**src/rtl/toy_mem_pkg.sv**
```systemverilog
// Shared types and limits for the unified-memory arbiter.
// Return tags carry {valid, src} so read data can be routed back to its issuer.
package toy_mem_pkg;

  localparam logic SRC_I = 1'b0;
  localparam logic SRC_D = 1'b1;

  localparam int RD_LAT_MAX   = 4;
  localparam int MAX_WAIT_MAX = 15;

  typedef struct packed {
    logic valid;
    logic src;
  } ret_tag_t;

endpackage

```
**src/rtl/toy_ret_tag_pipe.sv**
```systemverilog
// Fixed-depth shift register of return tags; the last stage marks which port
// owns the SRAM read data presented in the current cycle.
module toy_ret_tag_pipe
  import toy_mem_pkg::*;
#(
  parameter int DEPTH = 2
) (
  input  logic     CLK,
  input  logic     RST,
  input  ret_tag_t push_tag,
  output logic     ret_valid,
  output logic     ret_src
);

  genvar gi;
  generate
    for (gi = 0; gi < DEPTH; gi++) begin : g_stage
      ret_tag_t tag_reg;
      if (gi == 0) begin : g_head
        always_ff @(posedge CLK) begin
          if (RST) tag_reg <= '0;
          else     tag_reg <= push_tag;
        end
      end else begin : g_body
        always_ff @(posedge CLK) begin
          if (RST) tag_reg <= '0;
          else     tag_reg <= g_stage[gi-1].tag_reg;
        end
      end
    end
  endgenerate

  assign ret_valid = g_stage[DEPTH-1].tag_reg.valid;
  assign ret_src   = g_stage[DEPTH-1].tag_reg.src;

endmodule

```
**src/rtl/toy_mem_arbiter.sv**
```systemverilog
// Single-port SRAM arbiter between instruction fetch and data ports.
// Data wins by default; a starvation counter forces an instruction grant.
module toy_mem_arbiter
  import toy_mem_pkg::*;
#(
  parameter int AW       = 30,
  parameter int DW       = 32,
  parameter int RD_LAT   = 1,
  parameter int MAX_WAIT = 4,
  parameter int CNT_W    = 16
) (
  input  logic             CLK,
  input  logic             RST,
  input  logic             IREQ,
  input  logic [AW-1:0]    IADDR,
  output logic             IGNT,
  output logic             IRDY,
  output logic [DW-1:0]    INSTR,
  input  logic             DREQ,
  input  logic             DRW,
  input  logic [AW-1:0]    DADDR,
  input  logic [DW-1:0]    DWDATA,
  output logic             DGNT,
  output logic             DRDY,
  output logic [DW-1:0]    DRDATA,
  output logic             MREQ,
  output logic             MRW,
  output logic [AW-1:0]    MADDR,
  output logic [DW-1:0]    MWDATA,
  input  logic [DW-1:0]    MRDATA,
  output logic [CNT_W-1:0] CONFLICT_CNT
);

  // Out-of-range parameters are clamped into the supported window.
  localparam int RD_LAT_C   = (RD_LAT < 1) ? 1 :
                              ((RD_LAT > RD_LAT_MAX) ? RD_LAT_MAX : RD_LAT);
  localparam int MAX_WAIT_C = (MAX_WAIT < 1) ? 1 :
                              ((MAX_WAIT > MAX_WAIT_MAX) ? MAX_WAIT_MAX : MAX_WAIT);
  localparam logic [3:0] MAX_WAIT_V = 4'(MAX_WAIT_C);

  logic [3:0]       starve_cnt_reg, starve_cnt_next;
  logic [CNT_W-1:0] conflict_cnt_reg, conflict_cnt_next;
  logic             mreq_reg, mrw_reg;
  logic [AW-1:0]    maddr_reg;
  logic [DW-1:0]    mwdata_reg;
  logic             ignt, dgnt;
  ret_tag_t         push_tag;
  logic             ret_valid, ret_src;

  always_comb begin
    ignt = 1'b0;
    dgnt = 1'b0;
    if (!RST) begin
      if (IREQ && DREQ) begin
        if (starve_cnt_reg == MAX_WAIT_V) ignt = 1'b1;
        else                              dgnt = 1'b1;
      end else if (DREQ) begin
        dgnt = 1'b1;
      end else if (IREQ) begin
        ignt = 1'b1;
      end
    end
  end

  assign IGNT = ignt;
  assign DGNT = dgnt;

  // A loss can only happen below MAX_WAIT, so the counter never passes it.
  always_comb begin
    starve_cnt_next = 4'd0;
    if (IREQ && !ignt) starve_cnt_next = starve_cnt_reg + 4'd1;
  end

  always_comb begin
    conflict_cnt_next = conflict_cnt_reg;
    if (IREQ && DREQ && (conflict_cnt_reg != {CNT_W{1'b1}}))
      conflict_cnt_next = conflict_cnt_reg + 1'b1;
  end

  always_ff @(posedge CLK) begin
    if (RST) begin
      starve_cnt_reg   <= 4'd0;
      conflict_cnt_reg <= '0;
    end else begin
      starve_cnt_reg   <= starve_cnt_next;
      conflict_cnt_reg <= conflict_cnt_next;
    end
  end

  // Address/data fields hold when idle; only MREQ drops.
  always_ff @(posedge CLK) begin
    if (RST) begin
      mreq_reg   <= 1'b0;
      mrw_reg    <= 1'b0;
      maddr_reg  <= '0;
      mwdata_reg <= '0;
    end else if (dgnt) begin
      mreq_reg   <= 1'b1;
      mrw_reg    <= DRW;
      maddr_reg  <= DADDR;
      mwdata_reg <= DWDATA;
    end else if (ignt) begin
      mreq_reg   <= 1'b1;
      mrw_reg    <= 1'b0;
      maddr_reg  <= IADDR;
      mwdata_reg <= '0;
    end else begin
      mreq_reg   <= 1'b0;
    end
  end

  assign MREQ         = mreq_reg;
  assign MRW          = mrw_reg;
  assign MADDR        = maddr_reg;
  assign MWDATA       = mwdata_reg;
  assign CONFLICT_CNT = conflict_cnt_reg;

  // Writes push an empty slot so later reads keep their fixed latency.
  always_comb begin
    push_tag.valid = ignt | (dgnt & ~DRW);
    push_tag.src   = dgnt ? SRC_D : SRC_I;
  end

  toy_ret_tag_pipe #(
    .DEPTH (1 + RD_LAT_C)
  ) u_ret_pipe (
    .CLK       (CLK),
    .RST       (RST),
    .push_tag  (push_tag),
    .ret_valid (ret_valid),
    .ret_src   (ret_src)
  );

  assign IRDY   = !RST && ret_valid && (ret_src == SRC_I);
  assign DRDY   = !RST && ret_valid && (ret_src == SRC_D);
  assign INSTR  = MRDATA;
  assign DRDATA = MRDATA;

endmodule
```
**config.mk**
```make
export PLATFORM = sky130hd
export DESIGN_NAME = toy_mem_arbiter
export DESIGN_NICKNAME = d
export VERILOG_FILES = /design/src/rtl/toy_mem_pkg.sv /design/src/rtl/toy_ret_tag_pipe.sv /design/src/rtl/toy_mem_arbiter.sv
export SDC_FILE = /design/constraint.sdc
export NUM_CORES = 1
export LEC_CHECK = 0
export ABC_AREA = 1
export CAP_MARGIN = 20
export CORE_MARGIN = 8
export CORE_UTILIZATION = 37
export DETAILED_ROUTE_END_ITERATION = 6
export GPL_TIMING_DRIVEN = 0
export PLACE_DENSITY_LB_ADDON = 0.2
export SYNTH_ARGS = -nofsm -noshare
export SYNTH_HDL_FRONTEND = slang
export SYNTH_SLANG_ARGS = --single-unit
```
**constraint.sdc**
```tcl
create_clock -name CLK -period 1.95 [get_ports CLK]
set_input_delay 0.2925 -clock CLK [delete_from_list [all_inputs] [get_ports CLK]]
set_output_delay 0.2925 -clock CLK [all_outputs]
set_load 0.05 [all_outputs]
```
==> reports/qor.yml <==
run_status:
  run_status: "complete, no violations"
final_layout:
  layout_commonest_cell: "clkdlybuf4s50_1"
  n_antenna_cell: 0
  final_util_pct: 62.7
  largest_reg_flops: 32
  most-common-layout-cells: "clkdlybuf4s50_1, nand2_1, dfxtp_1"
  nets: 1039
  drive_above_1_share_pct: 15.2
  fin_area_sq_um: 7440
  area_growth_pct: 67.0
critical_path:
  max_stage_delay_ns: 0.84
  crit_family: "buffers and inverters"
  path_cells: "clkdlybuf4s50_1"
  crit_path_top_delay_cell: "clkdlybuf4s50_1"
  r2r_slack_ns: 0.23
  critPathArrivalTime_ns: 1.61
  startpoint: "CONFLICT_CNT[0]"
  rr_startpoint: "starve_cnt_reg[0]"
  worstPathRequired_ns: 1.66
  critPathBufInv: 1
  cp_max_fo: 5
  crit_type: "reg2out"
  endpoint_kind: "output pin"
  startpoint_type: "flip-flop"
place:
  detailed_place_hpwl_microns: 12500
  place_area_sq_um: 7070
  dp_worst_setup_slack_ns: -0.662
  io_buffer_count: 243
  place.gp.congestion: 0.851
drt:
  firstDrtPassIters: 4
  drc: 0
  wl_per_cell_microns: 14.5
  wirelength_microns: 15300
  routed_via_density: 4.50
  drt_iter0_drc: 204
  detail-route-antenna-nets: 0
  vias: 4770
clocking:
  cts_tree: "built"
  clkTransAtPathRegs_ns: 0.06
  clkLatencyLatePin_ns: 0.35
  cts-root-buf: "clkbuf_16"
  cts-buffers-inserted: 9
  htree_levels: 3
  clockBufferDepth: 2
  clock_sinks: 88
global_routing:
  grt_first_pass_wirelength_microns: 24600
  grt.total_usage_pct: 19.2
  grt_pass1_vias: 4801
  grt_max_degree: 20
  overflow: 0
  antenna_found_initial: 0
  top_usage_layer: "met2"
  met1_usage_pct: 19.3
  grtUsageMet3_pct: 9.66
  grt_use_met2_pct: 34.0
floorplan:
  die_area_sq_um: 15800
  rows: 40
  die_h_microns: 126
  core_sq_um: 11900
  die_w_microns: 126
  initial_core_util_pct: 37.6
  io_pins: 277
timing:
  relSlewSlack_pct: 57.1
  fin_skew_ns: 0.00595
  fmax_ghz: 0.526
  slew_viol_final: 0
  hold_viol: 0
  fin_crit_ns: 1.90
  rsz0062_at_grt: "false"
  postLayoutSetupSlackWorst_ns: 0.0496
  worst-slew-pin-transition_ns: 0.644
  period_share_pct: 97.5
  setup_viol: 0
synthesis:
  syn_nets: 779
  yosysSeqAreaShare_pct: 39.6
  syn_area_per_cell_sq_um: 6.88
  yosysWarnings: 0
  synth_cell_types: 26
  syn_area_sq_um: 4450
  synthCells: 647
  ys_ff_latch: 88
power_and_ir_drop:
  powerDensity_nw_per_um2: 697
  vdd_drop_max_mv: 0.374
  leakage_nw: 3.34
flow_run:
  cap_violations: 0
worst_hold_path:
  hp-class: "in2reg"
  min_from: "RST"
## cells in the mapped netlist
master | instances | area share (%)
buf_4 | 70 | 12
nand4_1 | 5 | 0.70
nor2_1 | 86 | 7.2
clkbuf_1 | 8 | 0.67
buf_1 | 2 | 0.17
nor3b_1 | 1 | 0.17
dfxtp_1 | 88 | 40
nand3_1 | 43 | 4.8
inv_2 | 3 | 0.25
inv_1 | 47 | 4.0
buf_6 | 1 | 0.25
clkinv_1 | 1 | 0.084
inv_4 | 2 | 0.28
a21oi_2 | 9 | 1.8
a21oi_1 | 36 | 4.0
nand2_1 | 198 | 17
buf_2 | 11 | 1.2
ha_1 | 3 | 0.84
nor2_2 | 5 | 0.70
xor2_1 | 5 | 0.98
o21ai_2 | 1 | 0.20
xnor2_1 | 4 | 0.79
o21ai_4 | 1 | 0.37
o21ai_0 | 3 | 0.34
nor2_4 | 1 | 0.25
nand2_2 | 13 | 1.8
## power by group
part           internal, mW  total [mW]  switching (mW)
clock                  1.06        1.75           0.687
sequential             1.89        1.93          0.0459
combinational         0.616        1.51           0.893
total                  3.56        5.19            1.63
## what timing repair did
item,CTS,global route
hold buffers,0,0
pin swaps,0,1
gates resized for setup,18,9
endpoints found under the setup margin,5,7
setup buffers,0,7
## worst paths after layout
kind                                            to  depth (start not counted)
worst max-delay path               CONFLICT_CNT[0]                          1
worst min-delay path              CONFLICT_CNT[10]                          4
worst max register to register           MADDR[29]                         13
worst min register to register  u_ret_pipe.ret_src                          2
## cells by family (layout without fill, tap and decap cells)
group           count (synthesis)  count (layout)  synth area share, %
compound gates                 50              50                 6.71
fa+ha+maj                       3               3                0.843
buf+inv                       145             410                 18.7
simple gates                  352             352                 32.4
flops                          88              88                 39.6
xor+xnor                        9               9                 1.77
## layout make-up
class | instances | area [sq um]
Buffer | 91 | 622
Clock buffer | 13 | 260
Clock inverter | 3 | 40.0
Fill cell | 1092 | 4420
Inverter | 53 | 214
Multi-Input combinational cell | 414 | 1860
Sequential cell | 88 | 1760
Tap cell | 147 | 184
Timing Repair Buffer | 250 | 2490
## routing by layer
layer,part of all wire [%],up-vias
li1,-,2445
met5,0,-
met1,39,2124
met4,1.6,0
met2,49,185
met3,11,16
## stage by stage
step	hold WS, ns	power [mW]	std cells	setup TNS [ns]
final	0.350	5.19	1059	0
after global routing	0.369	5.41	1059	0
after CTS	0.350	5.23	1052	0
after detailed placement	0.399	3.48	1037	-1.21
after global placement	0.399	3.46	1037	-0.962
after floorplan	0.388	2.89	647	0
Power figures use the tool's default switching activity.
